**src/rtl/booth_acc_pkg.sv**
```systemverilog
// Shared types and constant helpers for the Booth product accumulator.
// Build option: ACC_SATURATE_EN selects clamping instead of wrapping adds.
package booth_acc_pkg;

  typedef enum logic {
    ACCUM = 1'b0,
    HOLD  = 1'b1
  } acc_state_t;

  // Most-positive (neg = 0) or most-negative (neg = 1) value of a w-bit signed number.
  function automatic logic signed [63:0] signed_limit(input int w, input logic neg);
    if (neg) return -(64'sd1 <<< (w - 1));
    else     return (64'sd1 <<< (w - 1)) - 64'sd1;
  endfunction

  // Term counter width: enough to hold 0..terms.
  function automatic int cnt_width(input int terms);
    return (terms < 1) ? 1 : $clog2(terms + 1);
  endfunction

endpackage

```
**src/rtl/booth_product_accumulator_if.sv**
```systemverilog
// Product-in / sum-out handshake bundle for booth_product_accumulator.
// Both channels use valid/ready: a transfer happens on a rising edge where valid and ready
// are both high; the sender holds valid and its data stable until that edge.
interface booth_product_accumulator_if #(
  parameter int PROD_W = 8,
  parameter int ACC_W  = 16
);
  logic              prod_valid;
  logic              prod_ready;
  logic [PROD_W-1:0] prod_data;
  logic              sum_valid;
  logic              sum_ready;
  logic [ACC_W-1:0]  sum_data;
  logic              sum_ovf;

  modport master (
    output prod_valid, prod_data, sum_ready,
    input  prod_ready, sum_valid, sum_data, sum_ovf
  );

  modport slave (
    input  prod_valid, prod_data, sum_ready,
    output prod_ready, sum_valid, sum_data, sum_ovf
  );
endinterface

```
**src/rtl/booth_acc_sat_add.sv**
```systemverilog
// Combinational signed adder with overflow flag.
// With ACC_SATURATE_EN defined an overflowing result clamps to the signed limit.
module booth_acc_sat_add
  import booth_acc_pkg::*;
#(
  parameter int W = 16
) (
  input  logic signed [W-1:0] a,
  input  logic signed [W-1:0] b,
  output logic signed [W-1:0] sum,
  output logic                ovf
);

`ifdef ACC_SATURATE_EN
  localparam logic signed [W-1:0] MAX_V = W'(signed_limit(W, 1'b0));
  localparam logic signed [W-1:0] MIN_V = W'(signed_limit(W, 1'b1));
`endif

  logic signed [W-1:0] raw;

  always_comb begin
    raw = a + b;
    // Overflow: operands agree in sign but the result does not.
    ovf = (a[W-1] == b[W-1]) && (raw[W-1] != a[W-1]);
`ifdef ACC_SATURATE_EN
    sum = ovf ? (a[W-1] ? MIN_V : MAX_V) : raw;
`else
    sum = raw;
`endif
  end

endmodule

```
**src/rtl/booth_product_accumulator.sv**
```systemverilog
// Accumulates TERMS signed products into one ACC_W-bit sum and holds it until taken.
// Build option: ACC_SATURATE_EN (saturating accumulator adds).
module booth_product_accumulator
  import booth_acc_pkg::*;
#(
  parameter int PROD_W = 8,
  parameter int ACC_W  = 16,
  parameter int TERMS  = 4
) (
  input  logic                        clk,
  input  logic                        rst_n,
  booth_product_accumulator_if.slave  bus,
  output acc_state_t                  fsm_state
);

  localparam int CNT_W = cnt_width(TERMS);
  localparam logic [CNT_W-1:0] CNT_LAST = CNT_W'(TERMS - 1);

  acc_state_t               state, state_next;
  logic signed [ACC_W-1:0]  acc;
  logic [CNT_W-1:0]         cnt;
  logic                     ovf;
  logic [ACC_W-1:0]         sum_q;
  logic                     sum_ovf_q;

  logic                     accept, last;
  logic signed [ACC_W-1:0]  prod_ext, add_sum;
  logic                     add_ovf;

  assign accept   = bus.prod_valid && (state == ACCUM);
  assign last     = accept && (cnt == CNT_LAST);
  assign prod_ext = ACC_W'(signed'(bus.prod_data));

  booth_acc_sat_add #(.W(ACC_W)) u_add (
    .a   (acc),
    .b   (prod_ext),
    .sum (add_sum),
    .ovf (add_ovf)
  );

  always_ff @(posedge clk or negedge rst_n) begin
    if (!rst_n) state <= ACCUM;
    else        state <= state_next;
  end

  always_comb begin
    state_next = state;
    case (state)
      ACCUM:   if (last) state_next = HOLD;
      HOLD:    if (bus.sum_ready) state_next = ACCUM;
      default: state_next = ACCUM;
    endcase
  end

  // The terminal accept publishes the updated sum and restarts the partial sum from zero.
  always_ff @(posedge clk or negedge rst_n) begin
    if (!rst_n) begin
      acc       <= '0;
      cnt       <= '0;
      ovf       <= 1'b0;
      sum_q     <= '0;
      sum_ovf_q <= 1'b0;
    end else if (accept) begin
      if (last) begin
        acc       <= '0;
        cnt       <= '0;
        ovf       <= 1'b0;
        sum_q     <= add_sum;
        sum_ovf_q <= ovf | add_ovf;
      end else begin
        acc <= add_sum;
        cnt <= cnt + CNT_W'(1);
        ovf <= ovf | add_ovf;
      end
    end
  end

  assign bus.prod_ready = (state == ACCUM);
  assign bus.sum_valid  = (state == HOLD);
  assign bus.sum_data   = sum_q;
  assign bus.sum_ovf    = sum_ovf_q;
  assign fsm_state      = state;

endmodule

```
**src/flat_wrapper.sv**
```systemverilog
// flat-port wrapper written by rule: the top's interface ports become plain ports
module booth_product_accumulator_flat import booth_acc_pkg::*;
#(
  parameter int PROD_W = 8,
  parameter int ACC_W  = 16,
  parameter int TERMS  = 4
)
  (clk, rst_n, fsm_state, bus_prod_valid, bus_prod_data, bus_sum_ready, bus_prod_ready, bus_sum_valid, bus_sum_data, bus_sum_ovf);
  booth_product_accumulator_if #(.PROD_W(PROD_W), .ACC_W(ACC_W)) bus_i ();
  input  logic clk;
  input  logic rst_n;
  output acc_state_t fsm_state;
  input wire logic [$bits(bus_i.prod_valid)-1:0] bus_prod_valid;
  input wire logic [$bits(bus_i.prod_data)-1:0] bus_prod_data;
  input wire logic [$bits(bus_i.sum_ready)-1:0] bus_sum_ready;
  output wire logic [$bits(bus_i.prod_ready)-1:0] bus_prod_ready;
  output wire logic [$bits(bus_i.sum_valid)-1:0] bus_sum_valid;
  output wire logic [$bits(bus_i.sum_data)-1:0] bus_sum_data;
  output wire logic [$bits(bus_i.sum_ovf)-1:0] bus_sum_ovf;
  assign bus_i.prod_valid = bus_prod_valid;
  assign bus_i.prod_data = bus_prod_data;
  assign bus_i.sum_ready = bus_sum_ready;
  assign bus_prod_ready = bus_i.prod_ready;
  assign bus_sum_valid = bus_i.sum_valid;
  assign bus_sum_data = bus_i.sum_data;
  assign bus_sum_ovf = bus_i.sum_ovf;
  booth_product_accumulator #(.PROD_W(PROD_W), .ACC_W(ACC_W), .TERMS(TERMS)) u_core (.clk(clk), .rst_n(rst_n), .bus(bus_i), .fsm_state(fsm_state));
endmodule
```
**config.mk**
```make
export PLATFORM = sky130hd
export DESIGN_NAME = booth_product_accumulator_flat
export DESIGN_NICKNAME = d
export VERILOG_FILES = /design/src/rtl/booth_acc_pkg.sv /design/src/rtl/booth_product_accumulator_if.sv /design/src/rtl/booth_acc_sat_add.sv /design/src/rtl/booth_product_accumulator.sv /design/src/flat_wrapper.sv
export SDC_FILE = /design/constraint.sdc
export NUM_CORES = 1
export LEC_CHECK = 0
export BUFFER_PORTS_ARGS = -buffer_cell sky130_fd_sc_hd__buf_4
export CORE_ASPECT_RATIO = 1.4
export CORE_MARGIN = 2
export CORE_UTILIZATION = 55
export CTS_CLUSTER_DIAMETER = 40
export CTS_CLUSTER_SIZE = 20
export DETAILED_ROUTE_END_ITERATION = 8
export MAX_ROUTING_LAYER = met4
export PLACE_DENSITY_LB_ADDON = 0.08
export SYNTH_ARGS = -nofsm -noshare
export SYNTH_HDL_FRONTEND = slang
export SYNTH_SLANG_ARGS = --single-unit
```
**constraint.sdc**
```tcl
create_clock -name clk -period 2.7 [get_ports clk]
set_input_delay 0.405 -clock clk [delete_from_list [all_inputs] [get_ports clk]]
set_output_delay 0.405 -clock clk [all_outputs]
set_load 0.05 [all_outputs]
```
==> results.md, run 1 <==
- Final period utilization: 0.962
- Outcome: completed
- Clock network latency to the later pin of the worst-skew pair: 290 ps
- H-Tree Level Count: 2
- TritonCTS sink count: 38
- Element type at the critical path start: flip-flop
- WS Path Type: flip-flop to flip-flop
- Met2 WL: 2.28 mm
- Post-Syn Area per Cell: about 10 um^2
- Total of max-cap violations: 0
- Fin. max-slew vios: 0
- Y dimension of the die: roughly 79 um
- Transition time at the pin with the least slew margin: ~900 ps
- Slew Limit Headroom: 0.408
- P_leak: 0.00130 uW
- Clock transition time at the flip-flop clock pins of the worst setup and hold paths: 70 ps
- Arrival time reported for the critical path endpoint: approximately 2800 ps
- Total power density per cell area: between 1000 and 1500 mW/mm^2
- Dominant synthesized flop cell: sky130_fd_sc_hd__dfrtp_1
- Placeable Area: roughly 0.0039 mm^2
- Min-delay worst type: input port to async pin
- Number of iterations in the first detailed-routing pass: 4
- Fin nets: approximately 300
- Average via count per standard cell: between 5 and 6
- Final setup skew: 6.45 ps
- Maximum buffer depth of the clock tree: 2
- Routed Wire Length: ~4.4 mm
- Io pins: 32
- Number of design rule violations left after detail routing: 0
- Final antenna-violating net count: 0
- Maximum single-stage delay on the critical path: approximately 390 ps
- Number of setup buffers added after CTS: 0
- Finish-stage setup viols: 0
- Nets in the synthesized netlist: around 250
- Antenna violations before repair: 0
- Full die area: between 0.004 and 0.005 mm^2
- Wire length of the first global-routing pass: between 7 and 8 mm
- Total congestion overflow after global routing: 0
- Gpl congestion: roughly 0.82
- HPWL after detailed placement: ~3.2 mm
- M1 wire length: about 1.9 mm
- Fin Hold WS: roughly 64 ps
- Synthesis-to-finish area growth: 19.7%
- IR drop worst, VDD: around 0.00086 V
- Count of distinct cell types in the synthesized netlist: 46
- Detailed-route via count: 1,687
- DR WL met3: approximately 120 um
- Largest net degree at the start of global routing: 39
- Warning count from the yosys run: 0
- Register area share after synthesis: 0.429
- CTS tree: built
- CTS Root Cell: sky130_fd_sc_hd__clkbuf_8
- Number of failing hold endpoints at the final stage: 0
- Yosys reg bits: 38
- Number of clock buffers inserted by TritonCTS: 5
- Diode count: 0
- Worst Slack Setup Final: roughly 100 ps
- Initial core utilization: 0.566
- Setup TNS: 0 ps
- Highest layer used for signal routing: met4
- Post-synth EDFFs: 0
- Maximum clock rate: 385 MHz
- First DRT Iteration DRCs: 52
- Overall global routing resource usage: 0.217
- Crit-path cells: ha_1 > fa_2 > a21oi_2 > o22ai_1 > and3_2 > a2111o_1 > a221oi_2 > xor2_1 > o31ai_1
- Setup repair after global routing missed its margin: false
- Input/output buffers: 31
- Minimum clock period: about 2600 ps
- Critical Path Sink Type: flip-flop
- Async SR Flop Fraction: 1.00
- Die width: about 58 um
- Largest fanout of any net on the critical path: 2
- Critical Path Slowest Stage Cell: sky130_fd_sc_hd__a2111o_1
- Post-placement worst setup slack: -120 ps
- Final Total Pwr: 3670 uW
- Routed wirelength normalized by instance count: between 10 and 15 um
- Gate Count Post-Synth: between 200 and 250
- Via count of the first global-routing pass: 1,771
- Data required time at the worst endpoint: approximately 2900 ps
- Layout cells sized above 1: 0.260
- Netlist area before placement: roughly 0.0022 mm^2
- Cell Rows: 27
-- worst paths after layout --
check | start | depth (start not counted) | end | slack [ps]
worst max-delay path | u_core.acc[0] | 9 | u_core.acc[14] | 100
worst min-delay path | rst_n | 1 | u_core.bus.sum_data[8] | 60
worst max register to register | u_core.acc[0] | 9 | u_core.acc[14] | 100
worst min register to register | u_core.bus.sum_data[9] | 2 | u_core.bus.sum_data[9] | 480
max in group asynchronous | rst_n | 1 | u_core.acc[0] | 2290
min in group clk | bus_sum_ready | 2 | u_core.bus.sum_valid | 300
-- worst max-delay path, delay by kind of cell, from the launching register on --
family,cells,cell delay (ps)
compound gates,5,1180
simple gates,1,240
xor+xnor,1,130
fa+ha+maj,2,570
flops,1,380
-- cell families after synthesis --
group | synth area share
AO/OA/AOI/OAI | 0.189
XOR/XNOR | 0.0576
adder cells (fa/ha/maj) | 0.105
buffers and inverters | 0.0389
flip-flops | 0.429
multiplexers | 0.0344
AND/OR/NAND/NOR | 0.146
-- routing by layer --
metal / vias to the layer above / track usage
met3: 4 / 0.0407
met4: 0 / 0.0767
li1: 871 / -
met5: - / -
met2: 23 / 0.383
met1: 789 / 0.240
-- sequential cells by signal, indices dropped and copies added, names as in the netlist --
name and flops:
u_core.bus.sum_data 16, u_core.cnt 3, u_core.bus.sum_ovf 1, u_core.ovf 1
u_core.bus.sum_valid 1, u_core.acc 16
-- through the flow --
stage,utilization,instance area [um^2],instances
finish,0.677,2650,308
global route,0.677,2650,308
CTS,0.677,2650,308
detailed placement,0.652,2560,300
global placement,0.652,2560,300
floorplan,-,2220,223
-- area by class of cell --
cell class	count	area (um^2)
clock buffer	7	86.3
inverter	7	26.3
sequential	38	951
multi-input combinational	166	1190
fill	330	1260
timing repair buffer	46	345
clock inverter	1	5.00
tap	43	53.8
-- placed cells by master (no fill, tap or decap), types with 7 or more instances in the layout --
cell type,count
sky130_fd_sc_hd__a21oi_1,7
sky130_fd_sc_hd__buf_4,46
sky130_fd_sc_hd__dfrtp_1,38
sky130_fd_sc_hd__ha_1,17
sky130_fd_sc_hd__nand2_1,38
sky130_fd_sc_hd__nand3_1,8
sky130_fd_sc_hd__nor2_1,10
sky130_fd_sc_hd__o21ai_0,16
sky130_fd_sc_hd__o31ai_1,12
sky130_fd_sc_hd__xnor2_1,7
-- cells in the mapped netlist (2+ instances only) --
cell                        instances  area [um^2]
sky130_fd_sc_hd__o21ai_0           16         80.1
sky130_fd_sc_hd__o21ai_1            2         10.0
sky130_fd_sc_hd__a21oi_1            8         40.0
sky130_fd_sc_hd__o21bai_1           2         15.0
sky130_fd_sc_hd__nor2_1            10         37.5
sky130_fd_sc_hd__xnor2_1            7         61.3
sky130_fd_sc_hd__a22o_1             2         17.5
sky130_fd_sc_hd__clkbuf_1           9         33.8
sky130_fd_sc_hd__a21o_1             2         15.0
sky130_fd_sc_hd__inv_1              6         22.5
sky130_fd_sc_hd__ha_1              17          213
sky130_fd_sc_hd__nand2_1           38          143
sky130_fd_sc_hd__a221oi_4           2         52.6
sky130_fd_sc_hd__mux2i_1            2         20.0
sky130_fd_sc_hd__nand2b_1           3         18.8
sky130_fd_sc_hd__o2111ai_1          2         17.5
sky130_fd_sc_hd__mux2_2             5         56.3
sky130_fd_sc_hd__nor2b_1            2         12.5
sky130_fd_sc_hd__dfrtp_1           38          951
sky130_fd_sc_hd__xor2_1             5         43.8
sky130_fd_sc_hd__or3_1              2         12.5
sky130_fd_sc_hd__o31ai_1           12         90.1
sky130_fd_sc_hd__nand3_1            8         40.0
-- power by group --
part / leakage [uW] / internal (uW) / switching [uW]
Combinational: 0.000784 / 912 / 1360
Sequential: 0.000469 / 841 / 159
Clock: 0.0000482 / 206 / 195
-- what timing repair did --
action,in CTS,in global routing
pin swaps,1,1
resized for setup,2,0
hold buffers,0,0
endpoints found under the setup margin,1,1
Power figures use the tool's default switching activity.
==> run 2, diff against run 1 <==
- CORE_UTILIZATION: 55 -> 44
==> run 2 against run 1 <==
Non-clock buffer count up 3. Utilization decreased by 12 points. Routed wire length up 4.0%. Cell count is 7.5% higher. Global-route usage decreased by 2.7 points. Die area is 23% higher. Cell area is 2.1% higher. Sequential share of layout area down 0.74 points. Clock power shrank 8.3%. Critical path depth unchanged. Sequential power about the same. Critical path type unchanged. Critical endpoint unchanged. Largest cell class unchanged. Highest routed layer unchanged.
==> results.md, run 2 (synthesized netlist as in run 1, its figures left out) <==
- Depth of the worst register-to-register path: 9 (unchanged)
- Maximum clock rate: 401 MHz (+4.3%)
- Cell count after placement: 322 (+7.3%)
- First DRT Iteration DRCs: 83 (+60%)
- Area used by sequential logic in the layout: 951 um^2 (unchanged)
- HPWL after detailed placement: 3.32 mm (+3.4%)
- Minimum clock period: 2490 ps (-106 ps)
- Outcome: completed
- Number of iterations in the first detailed-routing pass: 4 (unchanged)
- R2r startpoint: u_core.acc[0]
- Detailed-route via count: 1,737 (+3.0%)
- WS Path Type: flip-flop to flip-flop
- Transition time at the pin with the least slew margin: 698 ps (-188 ps)
- Critical Path Slowest Stage Cell: sky130_fd_sc_hd__dfrtp_1
- Highest-count cells in the layout ignoring fill and taps: sky130_fd_sc_hd__buf_4 (49), sky130_fd_sc_hd__nand2_1 (38), sky130_fd_sc_hd__dfrtp_1 (38)
- Critical Path Source: u_core.acc[0]
- Count of placed standard cells in the final layout, fillers left out: 331 (+7.5%)
- Die width: 64.0 um (+11%)
- Fin nets: 297 (+1.0%)
- Crit-path cells: ha_4 > fa_2 > a21oi_2 > o22ai_2 > and3_4 > a2111o_1 > a221oi_2 > xor2_1 > o31ai_1
- Antenna violations before repair: 0 (unchanged)
- Combined area of the multi-input logic cells: 0.00121 mm^2 (+1.9%)
- Total of max-cap violations: 0 (unchanged)
- Maximum single-stage delay on the critical path: 410 ps (+20 ps)
- Full die area: 0.00563 mm^2 (+23%)
- Clock transition time at the flip-flop clock pins of the worst setup and hold paths: 70 ps (about the same)
- Initial core utilization: 0.458 (-0.108)
- Average via count per standard cell: 5.25 (-4.2%)
- Clock network latency to the later pin of the worst-skew pair: 280 ps (about the same)
- Gpl congestion: 0.843 (+2.7%)
- Data required time at the worst endpoint: 2890 ps (about the same)
- Via count of the first global-routing pass: 1,799 (+1.6%)
- Io pins: 32 (unchanged)
- Y dimension of the die: 88.0 um (+11%)
- Finish-stage setup viols: 0 (unchanged)
- Arrival time reported for the critical path endpoint: 2690 ps (-100 ps)
- Cell Rows: 30 (+11%)
- Final Core Density: 0.560 (-0.118)
- Diode count: 0 (unchanged)
- Maximum buffer depth of the clock tree: 2 (unchanged)
- Input/output buffers: 31 (unchanged)
- Fin. max-slew vios: 0 (unchanged)
- Largest net degree at the start of global routing: 39 (unchanged)
- Final setup skew: 1.89 ps (-4.57 ps)
- Total power density per cell area: 1360 mW/mm^2 (-1.7%)
- Synthesis-to-finish area growth: 22.2%
- Layout cells sized above 1: 0.270 (+0.00929)
- Final antenna-violating net count: 0 (unchanged)
- Largest fanout of any net on the critical path: 2 (unchanged)
- Number of design rule violations left after detail routing: 0 (unchanged)
- Slew Limit Headroom: 0.534 (+0.126)
- Element type at the critical path start: flip-flop
- Number of failing hold endpoints at the final stage: 0 (unchanged)
- R2r setup slk: 210 ps (+110 ps)
- Filler cell count in the final layout: 463 (+40%)
- Worst Slack Setup Final: 208 ps (+106 ps)
- TritonCTS sink count: 38 (unchanged)
- Routed Wire Length: 4.55 mm (+4.0%)
- RR Endpoint: u_core.acc[14]
- Number of clock buffers inserted by TritonCTS: 5 (unchanged)
- IR drop worst, VDD: 0.000635 V (-26%)
- Min-delay worst type: input port to async pin
- Setup repair after global routing missed its margin: false
- H-Tree Level Count: 2 (unchanged)
- Total congestion overflow after global routing: 0 (unchanged)
- Final Total Pwr: 3680 uW (+0.38%)
- CTS tree: built
- Critical Path Sink Type: flip-flop
- Wire length of the first global-routing pass: 8.05 mm (+6.3%)
- P_leak: 0.00131 uW (+0.36%)
- CTS Root Cell: sky130_fd_sc_hd__clkbuf_8
- Most common cell after layout, fill and taps aside: sky130_fd_sc_hd__buf_4
- Routed wirelength normalized by instance count: 13.7 um (-3.3%)
- Overall global routing resource usage: 0.190 (-0.0271)
- Final period utilization: 0.923 (-0.0392)
- Post-placement worst setup slack: -100 ps (+19.4 ps)
- Placeable Area: 0.00484 mm^2 (+24%)
[run 2: changes by cell type in the layout (fill, tap and decap cells not counted), sizes merged]
cell	previous run	this run
buf	46	49
clkinv	1	0
[run 2: layout make-up]
cell class                 instances  area share
tap                               64      0.0295
sequential                        38       0.351
timing repair buffer              49       0.136
clock buffer                       7      0.0282
multi-input combinational        166       0.446
inverter                           7     0.00970
[run 2: routing by layer]
| layer | wire length (um) | global-route usage | vias to the layer above |
|---|---|---|---|
| li1 | - | - | 873 |
| met1 | 1980 | 0.219 | 823 |
| met2 | 2370 | 0.324 | 32 |
| met3 | 115 | 0.0347 | 9 |
| met4 | 86 | 0.0771 | 0 |
| met5 | 0 | - | - |
[run 2: per-stage QoR]
step	setup TNS [ps]	hold WS (ps)	instance area (um^2)
floorplan	0	109	2220
global placement	-62.5	409	2590
detailed placement	-185	409	2590
CTS	0	90.7	2670
global route	0	113	2710
finish	0	82.7	2710
[run 2: how the worst max path moves through the flow]
stage | to | cells after the start
6_report | u_core.acc[14] | 9
5_1_grt | u_core.acc[14] | 9
4_1_cts | u_core.acc[14] | 9
3_5_place_dp | u_core.acc[14] | 10
3_3_place_gp | u_core.acc[14] | 10
2_1_floorplan | u_core.acc[14] | 9
[run 2: what timing repair did]
item / 4_1_cts / 5_1_grt
endpoints found under the setup margin: 0 / 3
buffers inserted: 0 / 2
hold buffers: 0 / 0
gates resized for setup: 0 / 6
[run 2: critical path, delay by kind of cell, from the launching register on]
family	cells	cell delay, ps
DFF	1	410
and+or+nand+nor	1	190
AOI/OAI and AO/OA	5	1090
adders and majority gates	2	580
xor gates and xnor gates	1	130
[run 2: report_power, final]
group	switching, uW	internal (uW)
combinational	1360	951
clock	189	178
sequential	161	841
total	1710	1970
